File: config.mk
export PLATFORM = sky130hd
export DESIGN_NAME = imem_access_ctrl_flat
export DESIGN_NICKNAME = d
export VERILOG_FILES = /design/src/rtl/imem_access_ctrl_if.sv /design/src/rtl/imem_access_ctrl.sv /design/src/flat_wrapper.sv
export SDC_FILE = /design/constraint.sdc
export NUM_CORES = 1
export LEC_CHECK = 0
export ABC_AREA = 1
export CAP_MARGIN = 0
export CELL_PAD_IN_SITES_DETAIL_PLACEMENT = 0
export CELL_PAD_IN_SITES_GLOBAL_PLACEMENT = 1
export CORE_UTILIZATION = 35
export CTS_CLUSTER_DIAMETER = 100
export CTS_CLUSTER_SIZE = 28
export DETAILED_ROUTE_END_ITERATION = 8
export GPL_ROUTABILITY_DRIVEN = 0
export GPL_TIMING_DRIVEN = 0
export PLACE_DENSITY = 0.77
export SLEW_MARGIN = 20
export SYNTH_ARGS = -nofsm -noshare
export SYNTH_HDL_FRONTEND = slang
export SYNTH_SLANG_ARGS = --single-unit
File: constraint.sdc
create_clock -name clk -period 1.54 [get_ports clk]
set_input_delay 0.308 -clock clk [delete_from_list [all_inputs] [get_ports clk]]
set_output_delay 0.308 -clock clk [all_outputs]
set_load 0.01 [all_outputs]
File: src/rtl/imem_access_ctrl_if.sv
// imem_access_ctrl_if: bundles the CPU fetch, host loader and SRAM-side signals of imem_access_ctrl.
// master drives requests and returns SRAM read data; slave is the controller.
interface imem_access_ctrl_if #(
  parameter int ADDR_W = 9,
  parameter int DATA_W = 8
);
  logic                cpu_req;
  logic [ADDR_W-2:0]   cpu_pc;
  logic                cpu_ack;
  logic [2*DATA_W-1:0] cpu_instr;
  logic                host_req;
  logic                host_we;
  logic [ADDR_W-1:0]   host_addr;
  logic [DATA_W-1:0]   host_wdata;
  logic                host_ack;
  logic [DATA_W-1:0]   host_rdata;
  logic [ADDR_W-1:0]   mem_addr;
  logic                mem_we;
  logic [DATA_W-1:0]   mem_din;
  logic [DATA_W-1:0]   mem_dout;
  logic                busy;
  modport master (
    output cpu_req, cpu_pc, host_req, host_we, host_addr, host_wdata, mem_dout,
    input  cpu_ack, cpu_instr, host_ack, host_rdata, mem_addr, mem_we, mem_din, busy
  );
  modport slave (
    input  cpu_req, cpu_pc, host_req, host_we, host_addr, host_wdata, mem_dout,
    output cpu_ack, cpu_instr, host_ack, host_rdata, mem_addr, mem_we, mem_din, busy
  );
endinterface

File: src/rtl/imem_access_ctrl.sv
// imem_access_ctrl: arbitrates one instruction-SRAM port between CPU fetches (two bytes -> 16-bit instr) and a host loader.
// Define IMEM_ACCESS_HOST_PRIO_EN to give the host strict priority instead of round-robin.
module imem_access_ctrl #(
  parameter int ADDR_W = 9,
  parameter int DATA_W = 8
) (
  input logic clk,
  input logic rst_n,
  imem_access_ctrl_if.slave bus
);
  typedef enum logic [2:0] {IDLE, F_HI, F_LO, F_ACK, H_ACC, H_ACK} state_t;
  state_t r_state, w_next;
  logic w_grant_cpu, w_grant_host;
  logic [ADDR_W-2:0] r_pc;
  logic [DATA_W-1:0] r_hi;
  logic [2*DATA_W-1:0] r_instr;
  logic [DATA_W-1:0] r_rdata;
  logic [ADDR_W-1:0] r_mem_addr;
  logic r_mem_we;
  logic [DATA_W-1:0] r_mem_din;
`ifdef IMEM_ACCESS_HOST_PRIO_EN
  assign w_grant_host = bus.host_req;
  assign w_grant_cpu  = bus.cpu_req & ~bus.host_req;
`else
  logic r_last_host;
  // On a conflict the side that did not win last time gets the port.
  assign w_grant_cpu  = bus.cpu_req & (~bus.host_req | r_last_host);
  assign w_grant_host = bus.host_req & (~bus.cpu_req | ~r_last_host);
  always_ff @(posedge clk or negedge rst_n)
    if (!rst_n) r_last_host <= 1'b1;
    else if (r_state == IDLE && (w_grant_cpu || w_grant_host)) r_last_host <= w_grant_host;
`endif
  always_ff @(posedge clk or negedge rst_n)
    if (!rst_n) r_state <= IDLE;
    else r_state <= w_next;
  always_comb begin
    w_next = r_state;
    unique case (r_state)
      IDLE:  w_next = w_grant_cpu ? F_HI : w_grant_host ? H_ACC : IDLE;
      F_HI:  w_next = F_LO;
      F_LO:  w_next = F_ACK;
      H_ACC: w_next = H_ACK;
      default: w_next = IDLE;
    endcase
  end
  always_ff @(posedge clk or negedge rst_n)
    if (!rst_n) begin
      r_pc       <= '0;
      r_hi       <= '0;
      r_instr    <= '0;
      r_rdata    <= '0;
      r_mem_addr <= '0;
      r_mem_we   <= 1'b0;
      r_mem_din  <= '0;
    end else begin
      unique case (r_state)
        IDLE:
          if (w_grant_cpu) begin
            r_pc       <= bus.cpu_pc;
            r_mem_addr <= {bus.cpu_pc, 1'b0};
            r_mem_we   <= 1'b0;
          end else if (w_grant_host) begin
            r_mem_addr <= bus.host_addr;
            r_mem_we   <= bus.host_we;
            r_mem_din  <= bus.host_wdata;
          end
        F_HI: begin
          r_hi       <= bus.mem_dout;
          r_mem_addr <= {r_pc, 1'b1};
        end
        F_LO: r_instr <= {r_hi, bus.mem_dout};
        H_ACC: begin
          if (!r_mem_we) r_rdata <= bus.mem_dout;
          r_mem_we <= 1'b0;
        end
        default: ;
      endcase
    end
  assign bus.cpu_ack    = r_state == F_ACK;
  assign bus.host_ack   = r_state == H_ACK;
  assign bus.busy       = r_state != IDLE;
  assign bus.cpu_instr  = r_instr;
  assign bus.host_rdata = r_rdata;
  assign bus.mem_addr   = r_mem_addr;
  assign bus.mem_we     = r_mem_we;
  assign bus.mem_din    = r_mem_din;
endmodule

File: src/flat_wrapper.sv
// flat-port wrapper written by rule: the top's interface ports become plain ports
module imem_access_ctrl_flat 
#(
  parameter int ADDR_W = 9,
  parameter int DATA_W = 8
)
  (clk, rst_n, bus_cpu_req, bus_cpu_pc, bus_host_req, bus_host_we, bus_host_addr, bus_host_wdata, bus_mem_dout, bus_cpu_ack, bus_cpu_instr, bus_host_ack, bus_host_rdata, bus_mem_addr, bus_mem_we, bus_mem_din, bus_busy);
  imem_access_ctrl_if #(.ADDR_W(ADDR_W), .DATA_W(DATA_W)) bus_i ();
  input logic clk;
  input logic rst_n;
  input wire logic [$bits(bus_i.cpu_req)-1:0] bus_cpu_req;
  input wire logic [$bits(bus_i.cpu_pc)-1:0] bus_cpu_pc;
  input wire logic [$bits(bus_i.host_req)-1:0] bus_host_req;
  input wire logic [$bits(bus_i.host_we)-1:0] bus_host_we;
  input wire logic [$bits(bus_i.host_addr)-1:0] bus_host_addr;
  input wire logic [$bits(bus_i.host_wdata)-1:0] bus_host_wdata;
  input wire logic [$bits(bus_i.mem_dout)-1:0] bus_mem_dout;
  output wire logic [$bits(bus_i.cpu_ack)-1:0] bus_cpu_ack;
  output wire logic [$bits(bus_i.cpu_instr)-1:0] bus_cpu_instr;
  output wire logic [$bits(bus_i.host_ack)-1:0] bus_host_ack;
  output wire logic [$bits(bus_i.host_rdata)-1:0] bus_host_rdata;
  output wire logic [$bits(bus_i.mem_addr)-1:0] bus_mem_addr;
  output wire logic [$bits(bus_i.mem_we)-1:0] bus_mem_we;
  output wire logic [$bits(bus_i.mem_din)-1:0] bus_mem_din;
  output wire logic [$bits(bus_i.busy)-1:0] bus_busy;
  assign bus_i.cpu_req = bus_cpu_req;
  assign bus_i.cpu_pc = bus_cpu_pc;
  assign bus_i.host_req = bus_host_req;
  assign bus_i.host_we = bus_host_we;
  assign bus_i.host_addr = bus_host_addr;
  assign bus_i.host_wdata = bus_host_wdata;
  assign bus_i.mem_dout = bus_mem_dout;
  assign bus_cpu_ack = bus_i.cpu_ack;
  assign bus_cpu_instr = bus_i.cpu_instr;
  assign bus_host_ack = bus_i.host_ack;
  assign bus_host_rdata = bus_i.host_rdata;
  assign bus_mem_addr = bus_i.mem_addr;
  assign bus_mem_we = bus_i.mem_we;
  assign bus_mem_din = bus_i.mem_din;
  assign bus_busy = bus_i.busy;
  imem_access_ctrl #(.ADDR_W(ADDR_W), .DATA_W(DATA_W)) u_core (.clk(clk), .rst_n(rst_n), .bus(bus_i));
endmodule
==> flow_summary.ini <==
[clock_tree]
clock_latency_ns = 0.33
cts_sinks = 62
clk_pin_slew_ns = 0.06
cts-root-buf = clkbuf_8
cts.path.max_buffers = 2
cts_tree = yes
h-tree-depth = 3
numCtsBuffers = 9

[worst_setup_path]
cp-start-kind = flip-flop
crit_required_ns = 1.23
worstSetupStartpoint = u_core.r_state[0]$_DFF_PN0_
crit_type = reg -> out
arrival_ns = 1.21
timing.rr.start = u_core.r_state[1]$_DFF_PN0_
endpoint_kind = output pin
cp-endpoint = bus_cpu_ack
reg2reg_slack_ns = 0.09
worstPathMaxFanout = 3
worstReg2RegEnd = u_core.bus.mem_addr[7]$_DFFE_PN0P_
reg2reg_depth = 8

[logic_synthesis]
ys_seq_area_share_pct = 55.6
yosys_warnings = 0
syn_nets = 333
yosys-top-cells-area = dfrtp_1 (55%), nand2_1 (13%), o21ai_2 (7.5%), inv_1 (5.2%), nand3_1 (3.0%)
synth_cell_type_count = 22
synthCells = 295
synth_commonest_cells = nand2_1 (99), dfrtp_1 (61), inv_1 (39), o21ai_2 (24)
ys.flop_type = dfrtp_1
postSynth.asyncResetShare_pct = 100
synth_top_area_cell = dfrtp_1
synth.avg_cell_area_um2 = 9.47
syn_area_um2 = 2790
synth_most_common_cell = nand2_1
yosys_register_bits = 62
synth-edff-count = 0
netlist.area_leader.share_pct = 54.6

[sta]
worstMarginPinSlew_ns = 0.259
setup_viol_count_final = 0
slew_headroom_pct = 82.7
rsz0062_at_grt = true
slew_viol_final = 0
hold_violations = 0
fin_skew_ns = 0.00681
period_needed_ns = 1.52
min_period_over_period_pct = 98.6
fmax_ghz = 0.659

[worst_hold_path]
hold_class = in -> async

[floorplan]
die_y_um = 91.3
top_level_ports = 83
core_area_um2 = 7730
die_width_um = 91.3
die-area_um2 = 8340
num_rows = 32
start_util_pct = 36.2

[power]
ir_drop_mv = 0.723
power_switching_share_pct = 36.1
powerDensity_nw_per_um2 = 1990
power.clock.fraction_pct = 20.4
p_comb_share_pct = 44.5
p_leak_nw = 2.20
seqPwrFrac_pct = 35.1
internal_power_mw = 5.17
p_sw_mw = 2.93

[cells_and_area]
regArea_um2 = 1560
multi_input_area_um2 = 1010
drive_gt1_share_pct = 22.1
design_area_um2 = 4070
final_core_util_pct = 52.6
area_growth_syn_to_layout_pct = 45.5
layout.cells.non_filler = 504
fill_cells = 748
final_nets = 435
antennaDiodeCount = 0

[detailed_routing]
drtIter0Drc = 96
drc = 0
dr.pass1.iters = 5
drt-wirelength-per-cell_um = 12.7
num_vias = 2220
routed_via_density = 4.40
ant_nets = 0
drt-total-wl_mm = 6.39

[grt]
grt_usage_pct = 16.8
grt_pass1_wl_mm = 10.9
grt_antenna_before_repair = 0
grt_pass1_vias = 2223
overflow = 0
grt_max_degree = 52

[placed_design]
dp_cells = 480
placed_area_um2 = 3770
port_buffers = 82
dp_hpwl_mm = 4.57

[flow_run]
drv_cap = 0

[status]
outcome = complete, no violations
==> cell type report <==
type                            instances  area share (%)
Timing Repair Buffer                   91            21.9
Sequential cell                        62            38.2
Clock buffer                           13            4.15
Tap cell                              102            3.14
Inverter                               42            3.88
Clock inverter                          3            1.60
Buffer                                 10            2.12
Multi-Input combinational cell        181            24.9
==> how the worst min path moves through the flow <==
stage                                   start                              endpoint  cells after the start
3_5_place_dp                            rst_n     u_core.bus.mem_din[2]$_DFFE_PN0P_                      1
2_1_floorplan                           rst_n   u_core.bus.cpu_instr[0]$_DFFE_PN0N_                      0
6_report                                rst_n     u_core.bus.mem_din[2]$_DFFE_PN0P_                      2
4_1_cts                                 rst_n     u_core.bus.mem_din[7]$_DFFE_PN0P_                      2
5_1_grt                                 rst_n  u_core.bus.host_rdata[7]$_DFFE_PN0P_                      2
3_3_place_gp   u_core.r_last_host$_DFFE_PN1P_        u_core.r_last_host$_DFFE_PN1P_                      2
==> cells in the final DEF (no fill, tap or decap) <==
cell type        netlist  layout
clkbuf_1               0       1
clkdlybuf4s50_1        0      36
nand2_4                2       2
nand2_1               99      99
dfrtp_2                0       2
nor3_2                 0       1
nor2_2                 2       2
buf_6                  5       8
nor3_4                 0       1
buf_16                 0       1
dlygate4sd2_1          0      32
buf_4                  2       8
dlymetal6s2s_1         0      10
nand3_2                1       1
clkinv_2               0       1
dfrtp_1               61      59
nor2_4                 1       1
mux2_4                 2       2
nand3_4                3       3
nand2_2                3       3
a21oi_1                1       1
mux2_2                 6       6
clkbuf_8               0      12
dlygate4sd3_1          0       1
o21ai_0               17      17
dfstp_2                1       1
buf_2                  3       5
o21ai_1                1       1
bufinv_16              0       2
inv_1                 39      39
nand3_1               17      17
inv_2                  3       3
o21ai_2               24      24
==> per-stage QoR <==
stage	total power [mW]	hold WS, ns	setup TNS, ns	setup slack [ns]
6_report	8.10	0.358	0	0.0218
5_1_grt	8.71	0.382	-0.0447	-0.0316
4_1_cts	8.19	0.350	0	0.000462
3_5_place_dp	6.70	0.167	-2.87	-0.250
3_3_place_gp	6.59	0.460	-117.35	-1.87
2_1_floorplan	4.98	0.0124	0	0.290
==> routing by layer <==
| metal | global-route usage [%] | vias up | wire [um] |
|---|---|---|---|
| met2 | 27.0 | 57 | 3080 |
| met4 | 8.33 | 0 | 131 |
| met5 | 0 | - | 0 |
| met1 | 21.9 | 1025 | 2880 |
| met3 | 3.10 | 10 | 302 |
| li1 | - | 1128 | - |
==> power by group through the flow <==
stage	sequential [mW]	combinational (mW)	clock, mW
global placement	2.89	3.70	0
finish	2.84	3.61	1.65
floorplan	3.10	1.88	0
detailed placement	2.90	3.79	0
CTS	2.86	3.62	1.70
global route	2.95	3.98	1.77
==> state kept, by name, indices dropped and copies added, names as in the netlist <==
| name | count |
|---|---|
| u_core.bus.cpu_instr | 16 |
| u_core.bus.mem_addr | 9 |
| u_core.bus.host_rdata | 8 |
| u_core.bus.mem_din | 8 |
| u_core.r_hi | 8 |
| u_core.r_pc | 8 |
| u_core.r_state | 3 |
| u_core.bus.mem_we | 1 |
| u_core.r_last_host | 1 |
==> worst max-delay path, stage by stage (launching register included) <==
cell and delay [ns]:
dfrtp_1 0.37, inv_2 0.07, buf_6 0.12, nor3_2 0.16, buf_2 0.16
==> kinds of logic after synthesis <==
group                  after synthesis  share of synthesized area (%)
buffers and inverters               52                           8.73
muxes                                8                           3.49
and+or+nand+nor                    130                           21.3
DFF                                 62                           55.6
AOI/OAI and AO/OA                   43                           10.9
==> repair_timing <==
action | in CTS | in global routing
resized for setup | 52 | 12
pin swaps | 1 | 3
endpoints found under the hold margin | 11 | 0
setup buffers | 4 | 3
hold buffers | 1 | 0
setup endpoints to repair | 35 | 14
(Power assumes the default switching activity.)
